File: src/rtl/prog_timer.sv
// prog_timer: programmable up/down counter/timer with prescaler, periodic or one-shot mode
module prog_timer #(
    parameter int WIDTH         = 16,
    parameter int PRESCALE_BITS = 8,
    parameter int DEFAULT_TC    = 32767
) (
    input  logic                     clk,
    input  logic                     nrst,
    input  logic                     enable,
    input  logic                     clear,
    input  logic                     load,
    input  logic [WIDTH-1:0]         tc_in,
    input  logic [PRESCALE_BITS-1:0] prescale_in,
    input  logic                     oneshot_in,
    input  logic                     down_in,
    output logic [WIDTH-1:0]         count,
    output logic                     tick,
    output logic                     done,
    output logic                     running
);
    typedef enum logic [1:0] {IDLE, RUN, DONE} state_t;

    state_t                   r_state;
    logic [WIDTH-1:0]         r_tc;
    logic [WIDTH-1:0]         r_count;
    logic [PRESCALE_BITS-1:0] r_psc;
    logic [PRESCALE_BITS-1:0] r_psc_cnt;
    logic                     r_oneshot;
    logic                     r_down;
    logic                     r_tick;
    logic                     r_done;
    logic                     r_running;

    logic [WIDTH-1:0] w_start;
    logic [WIDTH-1:0] w_end;
    logic             w_advance;
    logic             w_step;
    logic             w_terminal;

    assign w_start    = r_down ? r_tc : '0;
    assign w_end      = r_down ? '0 : r_tc;
    assign w_advance  = enable && (r_state != DONE);
    assign w_step     = w_advance && (r_psc_cnt == r_psc);
    assign w_terminal = (r_count == w_end);

    assign count   = r_count;
    assign tick    = r_tick;
    assign done    = r_done;
    assign running = r_running;

    // Config capture, prescaler, count stepping and state machine; load beats clear beats enable.
    always_ff @(posedge clk or negedge nrst) begin
        if (!nrst) begin
            r_tc      <= WIDTH'(DEFAULT_TC);
            r_psc     <= '0;
            r_oneshot <= 1'b0;
            r_down    <= 1'b0;
            r_psc_cnt <= '0;
            r_count   <= '0;
            r_tick    <= 1'b0;
            r_done    <= 1'b0;
            r_running <= 1'b0;
            r_state   <= IDLE;
        end else if (load) begin
            r_tc      <= tc_in;
            r_psc     <= prescale_in;
            r_oneshot <= oneshot_in;
            r_down    <= down_in;
            r_psc_cnt <= '0;
            r_count   <= down_in ? tc_in : '0;
            r_tick    <= 1'b0;
            r_done    <= 1'b0;
            r_running <= 1'b0;
            r_state   <= IDLE;
        end else if (clear) begin
            r_psc_cnt <= '0;
            r_count   <= w_start;
            r_tick    <= 1'b0;
            r_done    <= 1'b0;
            r_running <= 1'b0;
            r_state   <= IDLE;
        end else begin
            r_tick <= 1'b0;
            if (w_advance && !w_step)
                r_psc_cnt <= r_psc_cnt + PRESCALE_BITS'(1);
            if (w_step) begin
                r_psc_cnt <= '0;
                if (w_terminal && r_oneshot) begin
                    r_tick    <= 1'b1;
                    r_done    <= 1'b1;
                    r_running <= 1'b0;
                    r_state   <= DONE;
                end else begin
                    r_tick    <= w_terminal;
                    r_count   <= w_terminal ? w_start : (r_down ? r_count - WIDTH'(1) : r_count + WIDTH'(1));
                    r_running <= 1'b1;
                    r_state   <= RUN;
                end
            end
        end
    end
endmodule

File: config.mk
export PLATFORM = sky130hd
export DESIGN_NAME = prog_timer
export DESIGN_NICKNAME = d
export VERILOG_FILES = /design/src/rtl/prog_timer.sv
export SDC_FILE = /design/constraint.sdc
export NUM_CORES = 1
export LEC_CHECK = 0
export ABC_CLOCK_PERIOD_IN_PS = 9000
export CAP_MARGIN = 20
export CORE_MARGIN = 10
export CORE_UTILIZATION = 60
export DETAILED_ROUTE_END_ITERATION = 10
export PLACE_DENSITY = 0.95
export SYNTH_ARGS = -nofsm -noshare
export SYNTH_HDL_FRONTEND = slang
export SYNTH_SLANG_ARGS = --single-unit
export TNS_END_PERCENT = 5
File: constraint.sdc
create_clock -name clk -period 9 [get_ports clk]
set_clock_uncertainty 0.2 [all_clocks]
set_input_delay 1.35 -clock clk [delete_from_list [all_inputs] [get_ports clk]]
set_output_delay 1.35 -clock clk [all_outputs]
set_load 0.01 [all_outputs]
==> impl_metrics.tcl <==
set metrics [dict create \
    avgViaCountPerCell 6.27 \
    portBuffers 49 \
    cts.sinks 54 \
    initial_core_util 0.624 \
    status "finished, final reports clean" \
    crit_type "in2reg" \
    dr.pass1.iters 7 \
    vias 3208 \
    synth.most_common_cell "nor2_1" \
    clock_path_buffers 2 \
    gp_congestion 0.897 \
    synth_edf_count 0 \
    drt_iter0_drc 267 \
    clkLatencyLatePin_ns 0.32 \
    synth-simple-area-share 0.175 \
    core_area_sq_um 5960 \
    rsz0062_at_grt "no" \
    slew_violations 0 \
    overflow 0 \
    p_per_area_nw_per_um2 184 \
    ys_types 61 \
    synthAdderAreaFrac 0.0559 \
    syn_area_per_cell_sq_um 9.41 \
    cts_root_buf "clkbuf_8" \
    slowest_stage "nor3_2" \
    h-tree-depth 2 \
    ant_nets 0 \
    antenna_found_initial 0 \
    critPathArrivalTime_ns 3.72 \
    numCtsBuffers 5 \
    critPathMaxFanout 31 \
    hold_path_class "reg2reg" \
    max_stage_delay_ns 0.48 \
    register_area_sq_um 1370 \
    max_freq_ghz 0.269 \
    crit_chain "clkdlybuf4s50_1 -> o21ai_1 -> nor3_2 -> nand2b_1 -> inv_1 -> a31oi_2 -> buf_4 -> nor2b_1 -> a31oi_1" \
    final.setup.tns_ns 0 \
    die_height_microns 98.7 \
    synth_top_area_cell "dfrtp_1" \
    cts_setup_buffers 0 \
    total_power_uw 796 \
    synthFlopType "dfrtp_1" \
    grt_pass1_wl_microns 15200 \
    grt_max_degree 55 \
    tightest_slew_ns 0.975 \
    grt_use_total 0.184 \
    synth_top_area_share 0.262 \
    cts_hold_buf 0 \
    fin_crit_sh 0.413 \
    die_area_sq_um 9750 \
    syn-num-nets 442 \
    cts_tree "yes" \
    diodes 0 \
    leakagePower_uw 0.00174 \
    area_growth_pct 16.0 \
    reg2regPathDepth 10 \
    fin_nets 483 \
    syn_area_sq_um 3720 \
    r2r_setup_slack_ns 5.50 \
    postSynthCellCount 395 \
    hpwl_microns 6700 \
    clk_pin_slew_ns 0.10 \
    finalCriticalPeriod_ns 3.71 \
    synth_common_cells "nor2_1, dfrtp_1, nand2_1" \
    ys_top_cells_by_area "dfrtp_1, dfstp_2, mux2_2" \
    cp.required_ns 9.00 \
    grt_pass1_vias 3152 \
    vdd_drop_max_mv 0.194 \
    slew-limit-headroom 0.350 \
    fillers 435 \
    yosys_warnings 0 \
    hold_violations 0 \
    drive_gt1_frac 0.151 \
    cap_violations 0 \
    synth_compound_area_frac 0.188 \
    drc_errors 0 \
    synthArstFlopShare 1.00 \
    synth-xor-area-share 0.0777 \
    synth_top_family_by_area "compound AO/OA/AOI/OAI gates" \
    postCtsResizedCells 0 \
    wl_per_cell_microns 17.7 \
    ys_ff_latch 54 \
    yosysSeqAreaShare 0.368 \
    placementRows 28 \
    setup_violations 0 \
    die_x_microns 98.7 \
    synth.mux.area_fraction 0.0962 \
    ios 50 \
    end_kind "flip-flop" \
    startpoint_type "input pin" \
    hold_depth 2 \
    multi_input_area_sq_um 2210 \
    routed_wirelength_microns 9050 \
]
cell usage in the layout, fill, tap and decap left out, types with 5 or more instances in the layout:
master	netlist	layout
ha_1	15	15
nand2_1	38	38
nand3_1	11	11
mux2_2	30	30
a31oi_1	11	10
o21a_1	7	7
and3_1	7	7
clkbuf_8	0	5
xor2_1	10	10
o211ai_1	6	6
dfstp_2	15	15
dfrtp_1	39	39
nor2_1	45	45
xnor2_1	23	23
a21oi_1	19	19
a21o_1	5	5
o21ai_0	19	19
clkdlybuf4s50_1	0	47
inv_1	9	9
cell families after synthesis:
| logic type | after synthesis |
|---|---|
| fa+ha+maj | 16 |
| mux | 32 |
| flops | 54 |
| simple gates | 133 |
| xor+xnor | 33 |
| buf+inv | 27 |
| compound gates | 100 |
layer usage:
layer / GRT usage / share of wire / up-vias
met1: 0.227 / 0.42 / 1566
met5: 0 / 0 / -
met2: 0.316 / 0.50 / 112
met3: 0.0384 / 0.061 / 17
met4: 0.0507 / 0.015 / 0
li1: - / - / 1513
worst max-delay path, delay by kind of cell:
kind	cells	cell delay (ns)
compound gates	3	0.47
buf+inv	3	0.86
simple gates	3	1.03
cell type report:
| type | count | area share |
|---|---|---|
| Clock inverter | 1 | 0.00696 |
| Multi-Input combinational cell | 314 | 0.512 |
| Clock buffer | 7 | 0.0177 |
| Timing Repair Buffer | 52 | 0.117 |
| Inverter | 9 | 0.00783 |
| Sequential cell | 54 | 0.317 |
| Tap cell | 75 | 0.0217 |
flip-flops by register name, indices dropped and copies added (netlist names):
name / cells
count: 16
done: 1
r_down: 1
r_oneshot: 1
r_psc: 8
r_psc_cnt: 8
r_state: 2
r_tc: 16
tick: 1
through the flow:
| step | instance area [sq um] | hold WS, ns | util | std cells | setup slack (ns) |
|---|---|---|---|---|---|
| final | 4320 | 0.324 | 0.725 | 512 | 5.29 |
| after global routing | 4320 | 0.356 | 0.725 | 512 | 5.12 |
| after CTS | 4320 | 0.318 | 0.725 | 512 | 5.33 |
| after detailed placement | 4210 | 0.294 | 0.707 | 504 | 4.98 |
| after global placement | 4210 | 0.291 | 0.707 | 504 | 5.16 |
| after floorplan | 3720 | 0.266 | - | 395 | 5.90 |
report_power, final:
| part | total, uW | switching (uW) | internal (uW) |
|---|---|---|---|
| registers | 315 | 41.4 | 273 |
| logic | 319 | 159 | 160 |
| clock network | 163 | 79.1 | 83.4 |
| total | 796 | 280 | 516 |
path summary, 6_finish.rpt:
check,to,from
hold / removal,done,done
hold reg to reg,done,done
setup reg to reg,count[12],r_down
setup / recovery,count[15],enable
min in group asynchronous,count[3],nrst
max in group asynchronous,r_state[0],nrst
(Power assumes the default switching activity.)
==> variant 1, RTL diff (same flow settings) <==
The parameter `PRESCALE_BITS` goes from 8 to 12.
--- a/src/rtl/prog_timer.sv
+++ b/src/rtl/prog_timer.sv
@@ -1,7 +1,7 @@
 // prog_timer: programmable up/down counter/timer with prescaler, periodic or one-shot mode
 module prog_timer #(
     parameter int WIDTH         = 16,
-    parameter int PRESCALE_BITS = 8,
+    parameter int PRESCALE_BITS = 12,
     parameter int DEFAULT_TC    = 32767
 ) (
     input  logic                     clk,
Interface: changed (resized prescale_in); port bits go from 50 to 54. The function was not compared with the original's and may differ.
==> variant 1 against the unedited design <==
- clock power rose by 35%
- first-iteration DRC count rose by 37%
- cell area increased by 10%
- power is 8.7% higher
- routed wire length up 21%
- worst setup slack got worse by 0.076 ns
- area after synthesis up 8.0%
- sequential cell count rose by 8
- critical path type is now reg2reg
==> variant 1: results (changes against the unedited design) <==
GRT
  • First-pass GRT wire length: 18100 µm (+19%)
  • Largest net degree at the start of global routing: 63 (+15%)
  • Total GRT Usage: 21.9% (+3.5 points)
  • Initial antenna violation count: 0 (unchanged)
  • Vias in the first global route: 3602 (+14%)

Setup path
  • Critical path origin: r_down
  • Worst R2R Start: r_down
  • Critical path fanouts, max: 27 (-13%)
  • Critical Path AT: 3.86 ns (+0.14 ns)

Placement
  • Cell Area, Placed: 4600 µm² (+9.3%)
  • Placer Congestion: 0.943 (+5.2%)
  • HPWL after detailed placement: 7740 µm (+15%)
  • Port bufs: 53 (+8.2%)
  • Setup WS pre-CTS: 5.22 ns (+0.235 ns)

Run status
  • Status: finished clean

Finish
  • Layout fillers: 420 (-3.4%)
  • Share of cells above drive strength 1: 15.2% (+0.14 points)
  • Antenna Cells: 0 (unchanged)
  • Final net count: 525 (+8.7%)

Synthesis
  • Register area share after synthesis: 39.1% (+2.3 points)
  • Top FF cell, synth: dfrtp_1
  • Synth cell count leaders: dfrtp_1 (47), nor2_1 (47), nand2_1 (39)
  • Synth cell types: 64 (+4.9%)
  • Async S/R FF share, synth: 100% (unchanged)
  • Syn Nets: 472 (+6.8%)
  • Synth top area cells: dfrtp_1 (29%), dfstp_2 (9.8%), mux2_2 (7.9%)
  • Post-synth EDFFs: 0 (unchanged)
  • Yosys warns: 0 (unchanged)

Routing
  • DRT Pass-1 Iters: 5 (-2)
  • Initial drt markers: 365 (+37%)
  • Final wirelength: 10900 µm (+21%)
  • Routed vias: 3652 (+14%)

Hold path
  • Worst hold start: r_tc[4]
  • Path type of the worst min-delay path: reg2reg

Clock network
  • Clock Pin Slew Worst Setup and Hold Paths: 0.08 ns (-0.02 ns)
  • Post_cts resized: 0 (unchanged)
  • Number of buffers created by CTS: 9 (+4)
  • Post-CTS Setup Inserts: 0 (unchanged)
  • Root Driver: clkbuf_8
  • Max Root-Sink Buffers: 2 (unchanged)
  • Clk_lat worst skew: 0.36 ns (+0.04 ns)
  • Htree depth: 3 (+1)

STA
  • Max-slew violations: 0 (unchanged)
  • Slew headroom: 47.6% (+13 points)

Power
  • Static Leakage: 2.00 nW (+15%)
  • VDD IR max: 0.128 mV (-34%)
variant 1: cell count changes after synthesis, sizes merged, moves of 6 or more:
cell	delta
xor2	+11
o21a	-6
dfrtp	+8
xnor2	-6
variant 1: path summary, 6_finish.rpt:
path / endpoint / slack, ns / depth (start not counted)
min in group asynchronous: r_psc[7] / 0.95 / 2
min reg2reg: r_tc[4] / 0.32 / 2
max in group asynchronous: r_down / 7.14 / 2
min: r_tc[4] / 0.32 / 2
max: count[15] / 5.21 / 10
max reg2reg: count[15] / 5.21 / 10
variant 1: final cells by class:
class                           instances  share of cell area [%]
Clock buffer                           11                    2.76
Clock inverter                          5                   0.735
Inverter                               12                   0.945
Multi-Input combinational cell        331                    48.8
Sequential cell                        62                    32.9
Tap cell                               77                    2.02
Timing Repair Buffer                   58                    11.8
variant 1: cells by family after synthesis:
kind of cell / Yosys count / share of synthesized area [%]
simple gates: 143 / 17.7
compound gates: 98 / 16.8
flops: 62 / 39.1
xor+xnor: 38 / 8.29
mux: 36 / 9.88
buf+inv: 28 / 3.08
fa+ha+maj: 16 / 5.17
variant 1: metrics by stage:
stage	utilization (%)	instances	total power [mW]
2_1_floorplan	-	421	0.536
3_5_place_dp	71.7	540	0.638
3_3_place_gp	71.7	540	0.624
5_1_grt	74.2	556	0.910
4_1_cts	74.2	556	0.859
6_report	74.2	556	0.865
variant 1: worst max-delay path, stage by stage, from the launching register on:
cell and delay (ns):
dfrtp_1 0.66, buf_4 0.39, ha_1 0.30, o21ai_0 0.15
o211ai_1 0.28, nand2_1 0.10, o21ai_0 0.52, mux2i_1 0.15
o21ai_0 0.30, mux2_1 0.37, a221oi_2 0.27
variant 1: routing by layer:
| metal | track usage (%) | vias to the layer above | wire length, µm |
|---|---|---|---|
| met2 | 36.5 | 237 | 5380 |
| met3 | 6.06 | 58 | 1120 |
| met4 | 9.68 | 0 | 391 |
| met5 | 0 | - | 0 |
| met1 | 25.9 | 1725 | 4060 |
| li1 | - | 1632 | - |
variant 1: power by group:
part / leakage [nW] / internal, mW / total, mW / switching [mW]
clock network: 0.0837 / 0.100 / 0.220 / 0.120
registers: 0.753 / 0.310 / 0.354 / 0.0441
logic: 1.16 / 0.138 / 0.290 / 0.152
total: 2.00 / 0.549 / 0.865 / 0.316
==> variant 2, RTL diff (config.mk and constraints unchanged) <==
Without the edit above. The 3 states of `state_t` get a one-hot encoding in 3 bits.
--- a/src/rtl/prog_timer.sv
+++ b/src/rtl/prog_timer.sv
@@ -18,7 +18,7 @@
     output logic                     done,
     output logic                     running
 );
-    typedef enum logic [1:0] {IDLE, RUN, DONE} state_t;
+    typedef enum logic [2:0] {IDLE = 3'b001, RUN = 3'b010, DONE = 3'b100} state_t;
 
     state_t                   r_state;
     logic [WIDTH-1:0]         r_tc;
Check against the original RTL: no difference found for any inputs over 4 cycles, from zero or initial values and one cycle with nrst low; so few cycles prove little.
==> variant 2 against the unedited design <==
- sequential share of layout area grew 1.2 points
- worst setup slack improved by 0.15 ns
- synthesized cell count decreased by 0.76%
- area after synthesis shrank 1.6%
- utilization decreased by 0.86 points
- critical path depth shrank 2
- global-route usage hardly changed
- cell area shrank 1.8%
- maximum frequency grew 4.3%
- power decreased by 9.1%
- routed wire length up 0.70%
- sequential cell count up 1
- critical path type unchanged
- largest cell class unchanged
==> variant 2: results (changes against the unedited design) <==
Power
  • Internal power: 465 µW (-9.8%)
  • VDD IR max: 0.108 mV (-44%)
  • Sw Pwr: 258 µW (-7.8%)
  • Clk. pwr: 142 µW (-13%)
  • Static Leakage: 1.77 nW (+1.3%)
  • Comb pwr share: 36.9% (-3.2 points)

STA
  • Slew headroom: 26.6% (-8.4 points)
  • Hold WS: 0.301 ns (-0.0233 ns)

Synthesis
  • Synth cell types: 60 (-1.6%)
  • Average size of a mapped cell: 9.33 µm² (-0.90%)
  • Async S/R FF share, synth: 100% (unchanged)
  • Synth top area cells: dfrtp_1 (27%), dfstp_2 (11%), mux2_2 (6.8%)
  • Register area share after synthesis: 38.2% (+1.3 points)
  • Syn Std Cell Area: 3660 µm² (-1.6%)
  • Synth cell count leaders: nor2_1 (46), dfrtp_1 (39), nand2_1 (37)
  • Syn Nets: 439 (-0.68%)

GRT
  • First-pass GRT wire length: 15200 µm (-0.18%)
  • Vias in the first global route: 3203 (+1.6%)
  • Total GRT Usage: 18.5% (+0.049 points)
  • Met2 Use GR: 30.9% (-0.76 points)
  • Met3 usage: 3.88% (+0.035 points)
  • Met1 global-route usage: 22.3% (-0.39 points)
  • Largest net degree at the start of global routing: 56 (+1.8%)

Routing
  • Routed met1 length: 3790 µm (-1.0%)
  • Routed met2 length: 4420 µm (-2.6%)
  • Initial drt markers: 263 (-1.5%)
  • DRT Pass-1 Iters: 5 (-2)
  • Routed vias: 3272 (+2.0%)
  • Met3 routed WL: 666 µm (+21%)
  • Avg WL per Cell: 17.9 µm (+1.1%)

Setup path
  • R2R Path End: count[8]
  • Slack of the worst reg-to-reg path: 5.48 ns (-0.02 ns)
  • FF-to-FF path depth: 8 (-2)
  • Critical Path AT: 3.57 ns (-0.15 ns)
  • Critical path's largest stage delay: 0.48 ns (about the same)

Finish
  • Seq/total area: 32.9% (+1.2 points)
  • Clock buf/inv share: 2.15% (-0.31 points)
  • Comb_multi_in: 309 (-1.6%)
  • Post-route non-filler standard cell count: 510 (-0.39%)
  • Final net count: 481 (-0.41%)
  • Multi-input gate area: 2120 µm² (-4.1%)
  • Synth-to-Final Area Change: 15.9%
  • Seq Cell Count: 55 (+1.9%)
  • Share of cells above drive strength 1: 14.0% (-1.1 points)
  • Invs w/o clock: 12 (+3)
  • Non-clock buffering overhead: 11.7% (+0.033 points)
  • Buffers, non-clock: 51 (-1.9%)
  • Layout fillers: 428 (-1.6%)

Placement
  • Cell Area, Placed: 4150 µm² (-1.5%)
  • Dpl cells: 502 (-0.40%)
  • HPWL after detailed placement: 6550 µm (-2.3%)
  • Setup WS pre-CTS: 5.13 ns (+0.145 ns)
  • Placer Congestion: 0.900 (+0.40%)

Clock network
  • Post_cts resized: 0 (unchanged)

Run status
  • Status: finished clean

Hold path
  • Worst hold start: done
  • WHS Path Cells: 1 (-1)
-- variant 2: worst max-delay path by stage --
| stage | slack (ns) | from | cells after the start | to |
|---|---|---|---|---|
| after floorplan | 6.13 | enable | 6 | count[12] |
| after global placement | 5.25 | enable | 7 | count[12] |
| after detailed placement | 5.13 | enable | 7 | count[12] |
| after CTS | 5.46 | enable | 7 | count[12] |
| after global routing | 5.26 | enable | 7 | count[12] |
| final | 5.44 | enable | 7 | count[12] |
-- variant 2: cell families after synthesis --
| group | count (synthesis) | synth area share, % |
|---|---|---|
| compound gates | 98 | 18.4 |
| xor+xnor | 29 | 6.95 |
| fa+ha+maj | 16 | 5.68 |
| buf+inv | 28 | 3.93 |
| flops | 55 | 38.2 |
| mux | 31 | 9.37 |
| simple gates | 135 | 17.5 |
-- variant 2: worst max-delay path, delay by kind of cell --
kind | cells | cell delay, ns
AND/OR/NAND/NOR | 3 | 1.06
buffers and inverters | 2 | 0.59
AO/OA/AOI/OAI | 2 | 0.56
